[src/rtl/pipe_ctrl_if.sv]
// Handshake bundle between the five-stage core and its hazard/sequencing controller.
// The core side uses modport master, pipe_ctrl uses modport slave.
interface pipe_ctrl_if #(
  parameter int STALL_CNT_W = 16
);
  logic                   ex_jump_en_i;
  logic [31:0]            ex_jump_addr_i;
  logic [4:0]             id_rs1_addr_i;
  logic [4:0]             id_rs2_addr_i;
  logic                   id_rs1_used_i;
  logic                   id_rs2_used_i;
  logic                   id_ex_load_i;
  logic [4:0]             id_ex_rd_addr_i;
  logic                   ex_mc_start_i;
  logic                   ex_mc_done_i;
  logic                   pc_jump_en_o;
  logic [31:0]            pc_jump_addr_o;
  logic                   hold_pc_o;
  logic                   hold_if_id_o;
  logic                   hold_id_ex_o;
  logic                   flush_if_id_o;
  logic                   flush_id_ex_o;
  logic                   ex_wen_mask_o;
  logic                   mc_err_o;
  logic [STALL_CNT_W-1:0] stall_cnt_o;
  logic [1:0]             state_o;

  modport master (
    output ex_jump_en_i, ex_jump_addr_i, id_rs1_addr_i, id_rs2_addr_i,
           id_rs1_used_i, id_rs2_used_i, id_ex_load_i, id_ex_rd_addr_i,
           ex_mc_start_i, ex_mc_done_i,
    input  pc_jump_en_o, pc_jump_addr_o, hold_pc_o, hold_if_id_o, hold_id_ex_o,
           flush_if_id_o, flush_id_ex_o, ex_wen_mask_o, mc_err_o, stall_cnt_o, state_o
  );

  modport slave (
    input  ex_jump_en_i, ex_jump_addr_i, id_rs1_addr_i, id_rs2_addr_i,
           id_rs1_used_i, id_rs2_used_i, id_ex_load_i, id_ex_rd_addr_i,
           ex_mc_start_i, ex_mc_done_i,
    output pc_jump_en_o, pc_jump_addr_o, hold_pc_o, hold_if_id_o, hold_id_ex_o,
           flush_if_id_o, flush_id_ex_o, ex_wen_mask_o, mc_err_o, stall_cnt_o, state_o
  );
endinterface

[src/rtl/pipe_ctrl.sv]
// Pipeline hazard/sequencing controller: jump flush, load-use bubble, multi-cycle EX freeze, stall counter.
// Define PIPE_CTRL_MC_TIMEOUT_EN to enable the MC_WAIT timeout counter and the sticky mc_err_o flag.
module pipe_ctrl #(
  parameter int MC_TIMEOUT  = 64,
  parameter int STALL_CNT_W = 16
) (
  input logic        clk,
  input logic        rst,
  pipe_ctrl_if.slave bus
);
  typedef enum logic [1:0] {
    ST_RUN     = 2'd0,
    ST_MC_WAIT = 2'd1
  } state_t;

  state_t                 state_r;
  logic [STALL_CNT_W-1:0] stall_cnt_r;
  logic                   mc_err_s;
  logic                   lu_s;
  logic                   timeout_s;
  logic                   enter_wait_s;
  logic                   pc_jump_en_s;
  logic [31:0]            pc_jump_addr_s;
  logic                   hold_pc_s;
  logic                   hold_if_id_s;
  logic                   hold_id_ex_s;
  logic                   flush_if_id_s;
  logic                   flush_id_ex_s;
  logic                   ex_wen_mask_s;

  if ((MC_TIMEOUT < 2) || (MC_TIMEOUT > 65535)) begin : g_bad_mc_timeout
    $error("pipe_ctrl: MC_TIMEOUT must lie in 2..65535");
  end

  assign lu_s = bus.id_ex_load_i && (bus.id_ex_rd_addr_i != 5'd0) &&
                ((bus.id_rs1_used_i && (bus.id_rs1_addr_i == bus.id_ex_rd_addr_i)) ||
                 (bus.id_rs2_used_i && (bus.id_rs2_addr_i == bus.id_ex_rd_addr_i)));

  // A jump in EX outranks a multi-cycle start, so the wait is entered only without one.
  assign enter_wait_s = (state_r == ST_RUN) && !bus.ex_jump_en_i &&
                        bus.ex_mc_start_i && !bus.ex_mc_done_i;

`ifdef PIPE_CTRL_MC_TIMEOUT_EN
  logic [15:0] mc_cnt_r;
  logic        mc_err_r;

  assign timeout_s = (state_r == ST_MC_WAIT) && !bus.ex_mc_done_i &&
                     (mc_cnt_r == 16'(MC_TIMEOUT - 1));
  assign mc_err_s  = mc_err_r;

  // Wait-cycle counter (restarts on each entry) and sticky timeout flag.
  always_ff @(posedge clk) begin
    if (!rst) begin
      mc_cnt_r <= 16'd0;
      mc_err_r <= 1'b0;
    end else begin
      if (enter_wait_s) begin
        mc_cnt_r <= 16'd0;
      end else if ((state_r == ST_MC_WAIT) && !bus.ex_mc_done_i) begin
        mc_cnt_r <= mc_cnt_r + 16'd1;
      end else begin
        mc_cnt_r <= mc_cnt_r;
      end
      if (timeout_s) begin
        mc_err_r <= 1'b1;
      end else begin
        mc_err_r <= mc_err_r;
      end
    end
  end
`else
  assign timeout_s = 1'b0;
  assign mc_err_s  = 1'b0;
`endif

  // State register: RUN <-> MC_WAIT.
  always_ff @(posedge clk) begin
    if (!rst) begin
      state_r <= ST_RUN;
    end else begin
      case (state_r)
        ST_RUN:     state_r <= enter_wait_s ? ST_MC_WAIT : ST_RUN;
        ST_MC_WAIT: state_r <= (bus.ex_mc_done_i || timeout_s) ? ST_RUN : ST_MC_WAIT;
        default:    state_r <= ST_RUN;
      endcase
    end
  end

  // Stall performance counter, saturating at all-ones.
  always_ff @(posedge clk) begin
    if (!rst) begin
      stall_cnt_r <= '0;
    end else if (hold_pc_s && (stall_cnt_r != {STALL_CNT_W{1'b1}})) begin
      stall_cnt_r <= stall_cnt_r + {{(STALL_CNT_W-1){1'b0}}, 1'b1};
    end else begin
      stall_cnt_r <= stall_cnt_r;
    end
  end

  // Same-cycle control decode; everything is forced inactive (write mask closed) during reset.
  always_comb begin
    pc_jump_en_s   = 1'b0;
    pc_jump_addr_s = 32'h0000_0000;
    hold_pc_s      = 1'b0;
    hold_if_id_s   = 1'b0;
    hold_id_ex_s   = 1'b0;
    flush_if_id_s  = 1'b0;
    flush_id_ex_s  = 1'b0;
    ex_wen_mask_s  = 1'b1;
    if (!rst) begin
      ex_wen_mask_s = 1'b0;
    end else begin
      case (state_r)
        ST_RUN: begin
          if (bus.ex_jump_en_i) begin
            pc_jump_en_s   = 1'b1;
            pc_jump_addr_s = bus.ex_jump_addr_i;
            flush_if_id_s  = 1'b1;
            flush_id_ex_s  = 1'b1;
          end else if (bus.ex_mc_start_i && !bus.ex_mc_done_i) begin
            hold_pc_s     = 1'b1;
            hold_if_id_s  = 1'b1;
            hold_id_ex_s  = 1'b1;
            ex_wen_mask_s = 1'b0;
          end else if (!bus.ex_mc_start_i && lu_s) begin
            hold_pc_s     = 1'b1;
            hold_if_id_s  = 1'b1;
            flush_id_ex_s = 1'b1;
          end else begin
            ex_wen_mask_s = 1'b1;
          end
        end
        ST_MC_WAIT: begin
          if (bus.ex_mc_done_i) begin
            ex_wen_mask_s = 1'b1;
          end else if (timeout_s) begin
            ex_wen_mask_s = 1'b0;
            flush_id_ex_s = 1'b1;
          end else begin
            hold_pc_s     = 1'b1;
            hold_if_id_s  = 1'b1;
            hold_id_ex_s  = 1'b1;
            ex_wen_mask_s = 1'b0;
          end
        end
        default: begin
          ex_wen_mask_s = 1'b1;
        end
      endcase
    end
  end

  assign bus.pc_jump_en_o   = pc_jump_en_s;
  assign bus.pc_jump_addr_o = pc_jump_addr_s;
  assign bus.hold_pc_o      = hold_pc_s;
  assign bus.hold_if_id_o   = hold_if_id_s;
  assign bus.hold_id_ex_o   = hold_id_ex_s;
  assign bus.flush_if_id_o  = flush_if_id_s;
  assign bus.flush_id_ex_o  = flush_id_ex_s;
  assign bus.ex_wen_mask_o  = ex_wen_mask_s;
  assign bus.mc_err_o       = mc_err_s;
  assign bus.stall_cnt_o    = stall_cnt_r;
  assign bus.state_o        = rst ? state_r : ST_RUN;
endmodule

[src/flat_wrapper.sv]
// flat-port wrapper written by rule: the top's interface ports become plain ports
module pipe_ctrl_flat 
#(
  parameter int MC_TIMEOUT  = 64,
  parameter int STALL_CNT_W = 16
)
  (clk, rst, bus_ex_jump_en_i, bus_ex_jump_addr_i, bus_id_rs1_addr_i, bus_id_rs2_addr_i, bus_id_rs1_used_i, bus_id_rs2_used_i, bus_id_ex_load_i, bus_id_ex_rd_addr_i, bus_ex_mc_start_i, bus_ex_mc_done_i, bus_pc_jump_en_o, bus_pc_jump_addr_o, bus_hold_pc_o, bus_hold_if_id_o, bus_hold_id_ex_o, bus_flush_if_id_o, bus_flush_id_ex_o, bus_ex_wen_mask_o, bus_mc_err_o, bus_stall_cnt_o, bus_state_o);
  pipe_ctrl_if #(.STALL_CNT_W(STALL_CNT_W)) bus_i ();
  input logic clk;
  input logic rst;
  input wire logic [$bits(bus_i.ex_jump_en_i)-1:0] bus_ex_jump_en_i;
  input wire logic [$bits(bus_i.ex_jump_addr_i)-1:0] bus_ex_jump_addr_i;
  input wire logic [$bits(bus_i.id_rs1_addr_i)-1:0] bus_id_rs1_addr_i;
  input wire logic [$bits(bus_i.id_rs2_addr_i)-1:0] bus_id_rs2_addr_i;
  input wire logic [$bits(bus_i.id_rs1_used_i)-1:0] bus_id_rs1_used_i;
  input wire logic [$bits(bus_i.id_rs2_used_i)-1:0] bus_id_rs2_used_i;
  input wire logic [$bits(bus_i.id_ex_load_i)-1:0] bus_id_ex_load_i;
  input wire logic [$bits(bus_i.id_ex_rd_addr_i)-1:0] bus_id_ex_rd_addr_i;
  input wire logic [$bits(bus_i.ex_mc_start_i)-1:0] bus_ex_mc_start_i;
  input wire logic [$bits(bus_i.ex_mc_done_i)-1:0] bus_ex_mc_done_i;
  output wire logic [$bits(bus_i.pc_jump_en_o)-1:0] bus_pc_jump_en_o;
  output wire logic [$bits(bus_i.pc_jump_addr_o)-1:0] bus_pc_jump_addr_o;
  output wire logic [$bits(bus_i.hold_pc_o)-1:0] bus_hold_pc_o;
  output wire logic [$bits(bus_i.hold_if_id_o)-1:0] bus_hold_if_id_o;
  output wire logic [$bits(bus_i.hold_id_ex_o)-1:0] bus_hold_id_ex_o;
  output wire logic [$bits(bus_i.flush_if_id_o)-1:0] bus_flush_if_id_o;
  output wire logic [$bits(bus_i.flush_id_ex_o)-1:0] bus_flush_id_ex_o;
  output wire logic [$bits(bus_i.ex_wen_mask_o)-1:0] bus_ex_wen_mask_o;
  output wire logic [$bits(bus_i.mc_err_o)-1:0] bus_mc_err_o;
  output wire logic [$bits(bus_i.stall_cnt_o)-1:0] bus_stall_cnt_o;
  output wire logic [$bits(bus_i.state_o)-1:0] bus_state_o;
  assign bus_i.ex_jump_en_i = bus_ex_jump_en_i;
  assign bus_i.ex_jump_addr_i = bus_ex_jump_addr_i;
  assign bus_i.id_rs1_addr_i = bus_id_rs1_addr_i;
  assign bus_i.id_rs2_addr_i = bus_id_rs2_addr_i;
  assign bus_i.id_rs1_used_i = bus_id_rs1_used_i;
  assign bus_i.id_rs2_used_i = bus_id_rs2_used_i;
  assign bus_i.id_ex_load_i = bus_id_ex_load_i;
  assign bus_i.id_ex_rd_addr_i = bus_id_ex_rd_addr_i;
  assign bus_i.ex_mc_start_i = bus_ex_mc_start_i;
  assign bus_i.ex_mc_done_i = bus_ex_mc_done_i;
  assign bus_pc_jump_en_o = bus_i.pc_jump_en_o;
  assign bus_pc_jump_addr_o = bus_i.pc_jump_addr_o;
  assign bus_hold_pc_o = bus_i.hold_pc_o;
  assign bus_hold_if_id_o = bus_i.hold_if_id_o;
  assign bus_hold_id_ex_o = bus_i.hold_id_ex_o;
  assign bus_flush_if_id_o = bus_i.flush_if_id_o;
  assign bus_flush_id_ex_o = bus_i.flush_id_ex_o;
  assign bus_ex_wen_mask_o = bus_i.ex_wen_mask_o;
  assign bus_mc_err_o = bus_i.mc_err_o;
  assign bus_stall_cnt_o = bus_i.stall_cnt_o;
  assign bus_state_o = bus_i.state_o;
  pipe_ctrl #(.MC_TIMEOUT(MC_TIMEOUT), .STALL_CNT_W(STALL_CNT_W)) u_core (.clk(clk), .rst(rst), .bus(bus_i));
endmodule
[config.mk]
export PLATFORM = sky130hd
export DESIGN_NAME = pipe_ctrl_flat
export DESIGN_NICKNAME = d
export VERILOG_FILES = /design/src/rtl/pipe_ctrl_if.sv /design/src/rtl/pipe_ctrl.sv /design/src/flat_wrapper.sv
export SDC_FILE = /design/constraint.sdc
export NUM_CORES = 1
export LEC_CHECK = 0
export ABC_CLOCK_PERIOD_IN_PS = 2360
export CAP_MARGIN = 20
export CELL_PAD_IN_SITES_DETAIL_PLACEMENT = 0
export CELL_PAD_IN_SITES_GLOBAL_PLACEMENT = 1
export CORE_ASPECT_RATIO = 0.6
export CORE_UTILIZATION = 21
export CTS_CLUSTER_DIAMETER = 100
export CTS_CLUSTER_SIZE = 24
export DETAILED_ROUTE_END_ITERATION = 7
export GPL_ROUTABILITY_DRIVEN = 0
export PLACE_DENSITY = 0.89
export SYNTH_ARGS = -nofsm -noshare
export SYNTH_HDL_FRONTEND = slang
export SYNTH_SLANG_ARGS = --single-unit
[constraint.sdc]
create_clock -name clk -period 2.36 [get_ports clk]
set_input_delay 0.354 -clock clk [delete_from_list [all_inputs] [get_ports clk]]
set_output_delay 0.354 -clock clk [all_outputs]
set_load 0.01 [all_outputs]
==> metrics.md, run 1 <==
| Metric | Value |
|---|---|
| CP endpoint kind | `primary output` |
| Reg clk slew, reported paths | `70 ps` |
| P_leak | `1.08 nW` |
| CTS Sinks | `17` |
| Post-layout power | `0.772 mW` |
| Die area | `0.00684 mm^2` |
| Met3 GRT Util | `0.0272` |
| Setup repair after global routing missed its margin | `yes` |
| First-pass GRT wire length | `7310 um` |
| GR peak layer | `met1` |
| Detail Route Antenna Nets | `0` |
| Vias | `1648` |
| GRT met1 Usage | `0.198` |
| Routed vias/inst | `4.37` |
| Setup Skew | `3.68 ps` |
| Cell Count, Final, Fillers Out | `377` |
| Vias in the first global route | `1450` |
| Final period util | `0.981` |
| Num CTS Buffers | `3` |
| Final hold violation count | `0` |
| Worst-path fanout max | `3` |
| Synth async-reset ratio | `0` |
| Hold_ws | `491 ps` |
| Largest net degree at the start of global routing | `35` |
| F_max | `432 MHz` |
| Worst hold start | `u_core.bus.stall_cnt_o[5]` |
| Synth-to-Final Area Change | `97.3%` |
| Outcome | `finished, final reports clean` |
| WS Path Type | `in2out` |
| DR iter-0 viols | `87` |
| Maximum capacitance violations | `0` |
| P per Cell Area | `287 mW/mm^2` |
| Max rail drop VDD | `149 uV` |
| Fin Setup TNS | `0 ps` |
| FF+latch count, synth | `17` |
| Placed Instances | `371` |
| Library cells used by synthesis | `38` |
| CTS Root Cell | `clkbuf_8` |
| EDFF count, synth | `0` |
| Hold Path Stages | `2` |
| Worst hold path class | `reg2reg` |
| WP data required | `2010 ps` |
| Die height | `64.5 um` |
| # setup viols final | `0` |
| Synth Flop Type | `dfxtp_1` |
| Width of the die | `106 um` |
| CTS max path bufs | `2` |
| Share of cells above drive strength 1 | `0.119` |
| Minimum setup slack among reg-to-reg paths | `420 ps` |
| Port bufs | `110` |
| FF-to-FF path depth | `7` |
| YS warnings | `0` |
| Mapped Area | `0.00137 mm^2` |
| Crit path DAT | `1960 ps` |
| CTS tree | `yes` |
| Crit path time final | `2320 ps` |
| Synthesized instance count | `174` |
| Boundary Pins | `113` |
| Core area | `0.00619 mm^2` |
| Post-DP HPWL | `3890 um` |
| Met2 Use GR | `0.197` |
| Fin. max-slew vios | `0` |
| H-Tree Depth | `1` |
| Nets | `350` |
| CP Launch Type | `primary input` |
| Clk Latency, worst-skew pair | `260 ps` |
| Syn avg cell area | `7.85 um^2` |
| DRC viols | `0` |
| GRT Total Usage | `0.133` |
| Row cnt | `22` |
| Final WL | `4880 um` |
| Congestion Overflow GR | `0` |
| Drt wl/cell | `12.9 um` |
| Initial antenna violation count | `0` |
| Worst Hold Path EP | `u_core.bus.stall_cnt_o[5]` |
| Sequential share of the synthesized area | `0.249` |
| Worst r2r src | `u_core.bus.stall_cnt_o[7]` |
| Starting Density | `0.220` |
| FF-to-FF End | `u_core.bus.stall_cnt_o[14]` |
| Iteration count of the initial detailed-routing pass | `4` |
| Ant diodes | `0` |
-- cell usage after synthesis, types with 2 or more instances --
master,n,area [um^2]
inv_1,5,18.8
a21oi_1,11,55.1
nand4_1,3,18.8
o31ai_1,6,45.0
buf_6,3,33.8
nand3_1,11,55.1
and2_1,37,231
nand2_1,13,48.8
a41o_1,2,20.0
nor2_1,3,11.3
or4_1,7,52.6
o21ai_2,2,17.5
clkbuf_1,5,18.8
mux2i_1,5,50.1
and3_1,6,37.5
nand2b_1,2,12.5
xnor2_1,10,87.6
and4_1,2,17.5
o2111ai_1,2,17.5
dfxtp_1,17,340
buf_4,4,30.0
nor4_1,2,12.5
-- worst max path at each step --
stage / from / to / slack, ps / cells past startpoint
2_1_floorplan: bus_id_ex_rd_addr_i[0] / bus_hold_pc_o / 420 / 7
3_3_place_gp: bus_id_ex_rd_addr_i[0] / bus_flush_id_ex_o / -360 / 6
3_5_place_dp: bus_id_ex_rd_addr_i[0] / bus_flush_id_ex_o / -350 / 6
4_1_cts: bus_id_ex_rd_addr_i[2] / bus_flush_id_ex_o / 20 / 6
5_1_grt: rst / bus_pc_jump_addr_o[24] / -5 / 5
6_report: bus_id_ex_rd_addr_i[2] / bus_hold_pc_o / 40 / 7
-- cell families (layout without fill, tap and decap cells) --
kind of cell	Yosys count	in the layout	share of synthesized area
simple gates	92	92	0.404
compound gates	29	29	0.151
buf+inv	19	137	0.0825
flops	17	17	0.249
xor+xnor	10	10	0.0642
mux	5	5	0.0367
fa+ha+maj	1	1	0.00916
other cells	1	2	0.00275
-- registers in the layout, summed over array words and instances (netlist names) --
register                cells
u_core.bus.stall_cnt_o     16
u_core.state_r              1
-- repair_timing --
item / CTS / global route
hold endpoints to repair: 0 / 0
pin swaps: 3 / 3
hold buffers: 0 / 0
buffers inserted: 0 / 1
endpoints found under the setup margin: 8 / 41
cloned: 0 / 1
resized for setup: 19 / 9
-- metal layers --
metal	up-vias	part of all wire
li1	847	-
met1	738	0.48
met2	61	0.45
met3	2	0.063
met4	0	0.0029
met5	-	0
-- report_power, final --
group	internal, mW	switching [mW]
registers	0.288	0.00201
clock network	0.120	0.106
logic	0.168	0.0874
total	0.576	0.195
-- stage by stage --
step	utilization	area, um^2	worst slack (ps)
finish	0.435	2690	43.8
global route	0.435	2690	-4.98
CTS	0.428	2650	16.1
detailed placement	0.422	2610	-354
global placement	0.422	2610	-356
floorplan	-	1370	425
-- layout by cell type (no fill, tap or decap), drive strengths merged, types with 6 or more instances in the layout --
master and n:
clkdlybuf4s50 98, and2 37, buf 20, dfxtp 17, nand2 13, a21oi 12, nand3 11, xnor2 10
or4 7, o31ai 6, inv 6, and3 6
-- layout make-up --
| cell class | instances | area [um^2] |
|---|---|---|
| Clock buffer | 4 | 45.0 |
| Fill cell | 630 | 3500 |
| Inverter | 6 | 25.0 |
| Multi-Input combinational cell | 139 | 942 |
| Sequential cell | 17 | 340 |
| Tap cell | 84 | 105 |
| Timing Repair Buffer | 127 | 1230 |
-- worst max-delay path: stages --
cell and delay (ps):
clkdlybuf4s50_1 430, or4_4 500, o21ai_4 150, nor4_2 60, a21oi_2 260, inv_4 50
buf_2 140
(Power assumes the default switching activity.)
==> inputs of run 2 (changes only) <==
Settings changed: CORE_MARGIN from default to 2.
==> run 2 against run 1 <==
Critical path depth shrank 1. Final cell count unchanged. Power is 1.4% higher. Wire length is 5.4% higher. Maximum frequency grew 0.63%.
==> metrics.md, run 2 (same netlist as run 1, synthesis figures left out) <==
| Metric | Value |
|---|---|
| Outcome | `finished, final reports clean` |
| Reg clk slew, reported paths | `70 ps` |
| Crit path DAT | `1950 ps` |
| Final hold violation count | `0` |
| Final WL | `5140 um` |
| FF-to-FF path depth | `7` |
| # setup viols final | `0` |
| F_max | `434 MHz` |
| Final period util | `0.975` |
| Setup Skew | `4.69 ps` |
| P_leak | `1.07 nW` |
| Nets | `350` |
| CP Launch Type | `primary input` |
| Num CTS Buffers | `3` |
| Worst-path fanout max | `2` |
| GR peak layer | `met2` |
| Share of cells above drive strength 1 | `0.126` |
| DRC viols | `0` |
| Met2 Use GR | `0.202` |
| Post-DP HPWL | `4020 um` |
| CTS tree | `yes` |
| Critical path startpoint | `bus_id_ex_rd_addr_i[2]` |
| Most frequent cells in the layout | `clkdlybuf4s50_1, and2_1, dfxtp_1` |
| CP endpoint kind | `primary output` |
| Die area | `0.00718 mm^2` |
| H-Tree Depth | `1` |
| Met3 GRT Util | `0.0333` |
| WP data required | `2010 ps` |
| Switch Pwr | `0.202 mW` |
| WS Path Type | `in2out` |
| Largest net degree at the start of global routing | `35` |
| Switching part of the total | `0.258` |
| Boundary Pins | `113` |
| Crit path time final | `2300 ps` |
| Maximum capacitance violations | `0` |
| # hold bufs at CTS | `0` |
| Vias | `1654` |
| Fin. max-slew vios | `0` |
| Worst hold path class | `reg2reg` |
| Combinational share of power | `0.337` |
| Initial antenna violation count | `0` |
| Hold Path Stages | `2` |
| Worst setup path endpoint | `bus_flush_id_ex_o` |
| Detail Route Antenna Nets | `0` |
| Congestion Overflow GR | `0` |
| CTS max path bufs | `2` |
| Placement Setup Slack | `-384 ps` |
| Flop pwr share | `0.371` |
| Max reg flops | `16` |
| Post-CTS Setup Bufs | `0` |
| Clock power share | `0.292` |
| Cell internal pwr | `0.581 mW` |
| Worst r2r src | `u_core.bus.stall_cnt_o[4]` |
| P per Cell Area | `287 mW/mm^2` |
| Minimum setup slack among reg-to-reg paths | `370 ps` |
| Vias in the first global route | `1517` |
| CTS Sinks | `17` |
| GRT met1 Usage | `0.193` |
| Row cnt | `22` |
| GRT Total Usage | `0.133` |
| Commonest non-fill, non-tap cell in the layout | `clkdlybuf4s50_1` |
| Synth-to-Final Area Change | `99.5%` |
| CTS Root Cell | `clkbuf_8` |
| Fin worst setup slack | `58.4 ps` |
| Die height | `66.5 um` |
| Starting Density | `0.220` |
| Clk Latency, worst-skew pair | `260 ps` |
| FF-to-FF End | `u_core.bus.stall_cnt_o[8]` |
| Routed vias/inst | `4.39` |
| DR iter-0 viols | `82` |
| Width of the die | `108 um` |
| Setup repair after global routing missed its margin | `yes` |
| Core area | `0.00619 mm^2` |
| Port bufs | `110` |
| First-pass GRT wire length | `7660 um` |
| Iteration count of the initial detailed-routing pass | `4` |
| Ant diodes | `0` |
| Max rail drop VDD | `191 uV` |
| Hold_ws | `508 ps` |
| Drt wl/cell | `13.6 um` |
## run 2: how the worst min path moves through the flow
stage                         startpoint                   endpoint  slack, ps
2_1_floorplan  u_core.bus.stall_cnt_o[5]  u_core.bus.stall_cnt_o[5]        490
3_3_place_gp   u_core.bus.stall_cnt_o[5]  u_core.bus.stall_cnt_o[5]        470
3_5_place_dp   u_core.bus.stall_cnt_o[9]  u_core.bus.stall_cnt_o[9]        500
4_1_cts        u_core.bus.stall_cnt_o[9]  u_core.bus.stall_cnt_o[9]        510
5_1_grt        u_core.bus.stall_cnt_o[9]  u_core.bus.stall_cnt_o[9]        540
6_report       u_core.bus.stall_cnt_o[9]  u_core.bus.stall_cnt_o[9]        510
## run 2: power by group through the flow
stage / sequential (mW) / combinational (mW) / clock (mW)
final: 0.290 / 0.264 / 0.228
after global routing: 0.290 / 0.283 / 0.250
after CTS: 0.290 / 0.258 / 0.227
after detailed placement: 0.297 / 0.257 / 0
after global placement: 0.297 / 0.254 / 0
after floorplan: 0.297 / 0.0851 / 0
## run 2: final cells by class
cell class,instances,area (um^2)
sequential,17,340
inverter,6,25.0
multi-input combinational,139,961
timing repair buffer,127,1250
fill,623,3470
clock buffer,4,45.0
tap,84,105
## run 2: per-layer routing
layer	wire length (um)	up-vias
li1	-	848
met3	281	5
met1	2430	752
met4	21	0
met2	2410	49
met5	0	-
## run 2: repair_timing
| action | 4_1_cts | 5_1_grt |
|---|---|---|
| cloned | 0 | 2 |
| endpoints found under the setup margin | 6 | 36 |
| pin swaps | 3 | 1 |
| resized for setup | 19 | 15 |
## run 2: critical path, stage by stage
cell             delay (ps)
clkdlybuf4s50_1         420
or4_4                   500
o21ai_4                 150
and2b_1                 190
o211a_1                 210
buf_6                   120
## run 2: through the flow
| stage | instance area [um^2] | utilization | setup TNS (ps) | cells | power (mW) |
|---|---|---|---|---|---|
| after floorplan | 1370 | - | 0 | 175 | 0.382 |
| after global placement | 2610 | 0.422 | -1940 | 371 | 0.551 |
| after detailed placement | 2610 | 0.422 | -2540 | 371 | 0.553 |
| after CTS | 2660 | 0.429 | 0 | 375 | 0.775 |
| after global routing | 2720 | 0.440 | -25.1 | 377 | 0.823 |
| final | 2720 | 0.440 | 0 | 377 | 0.782 |
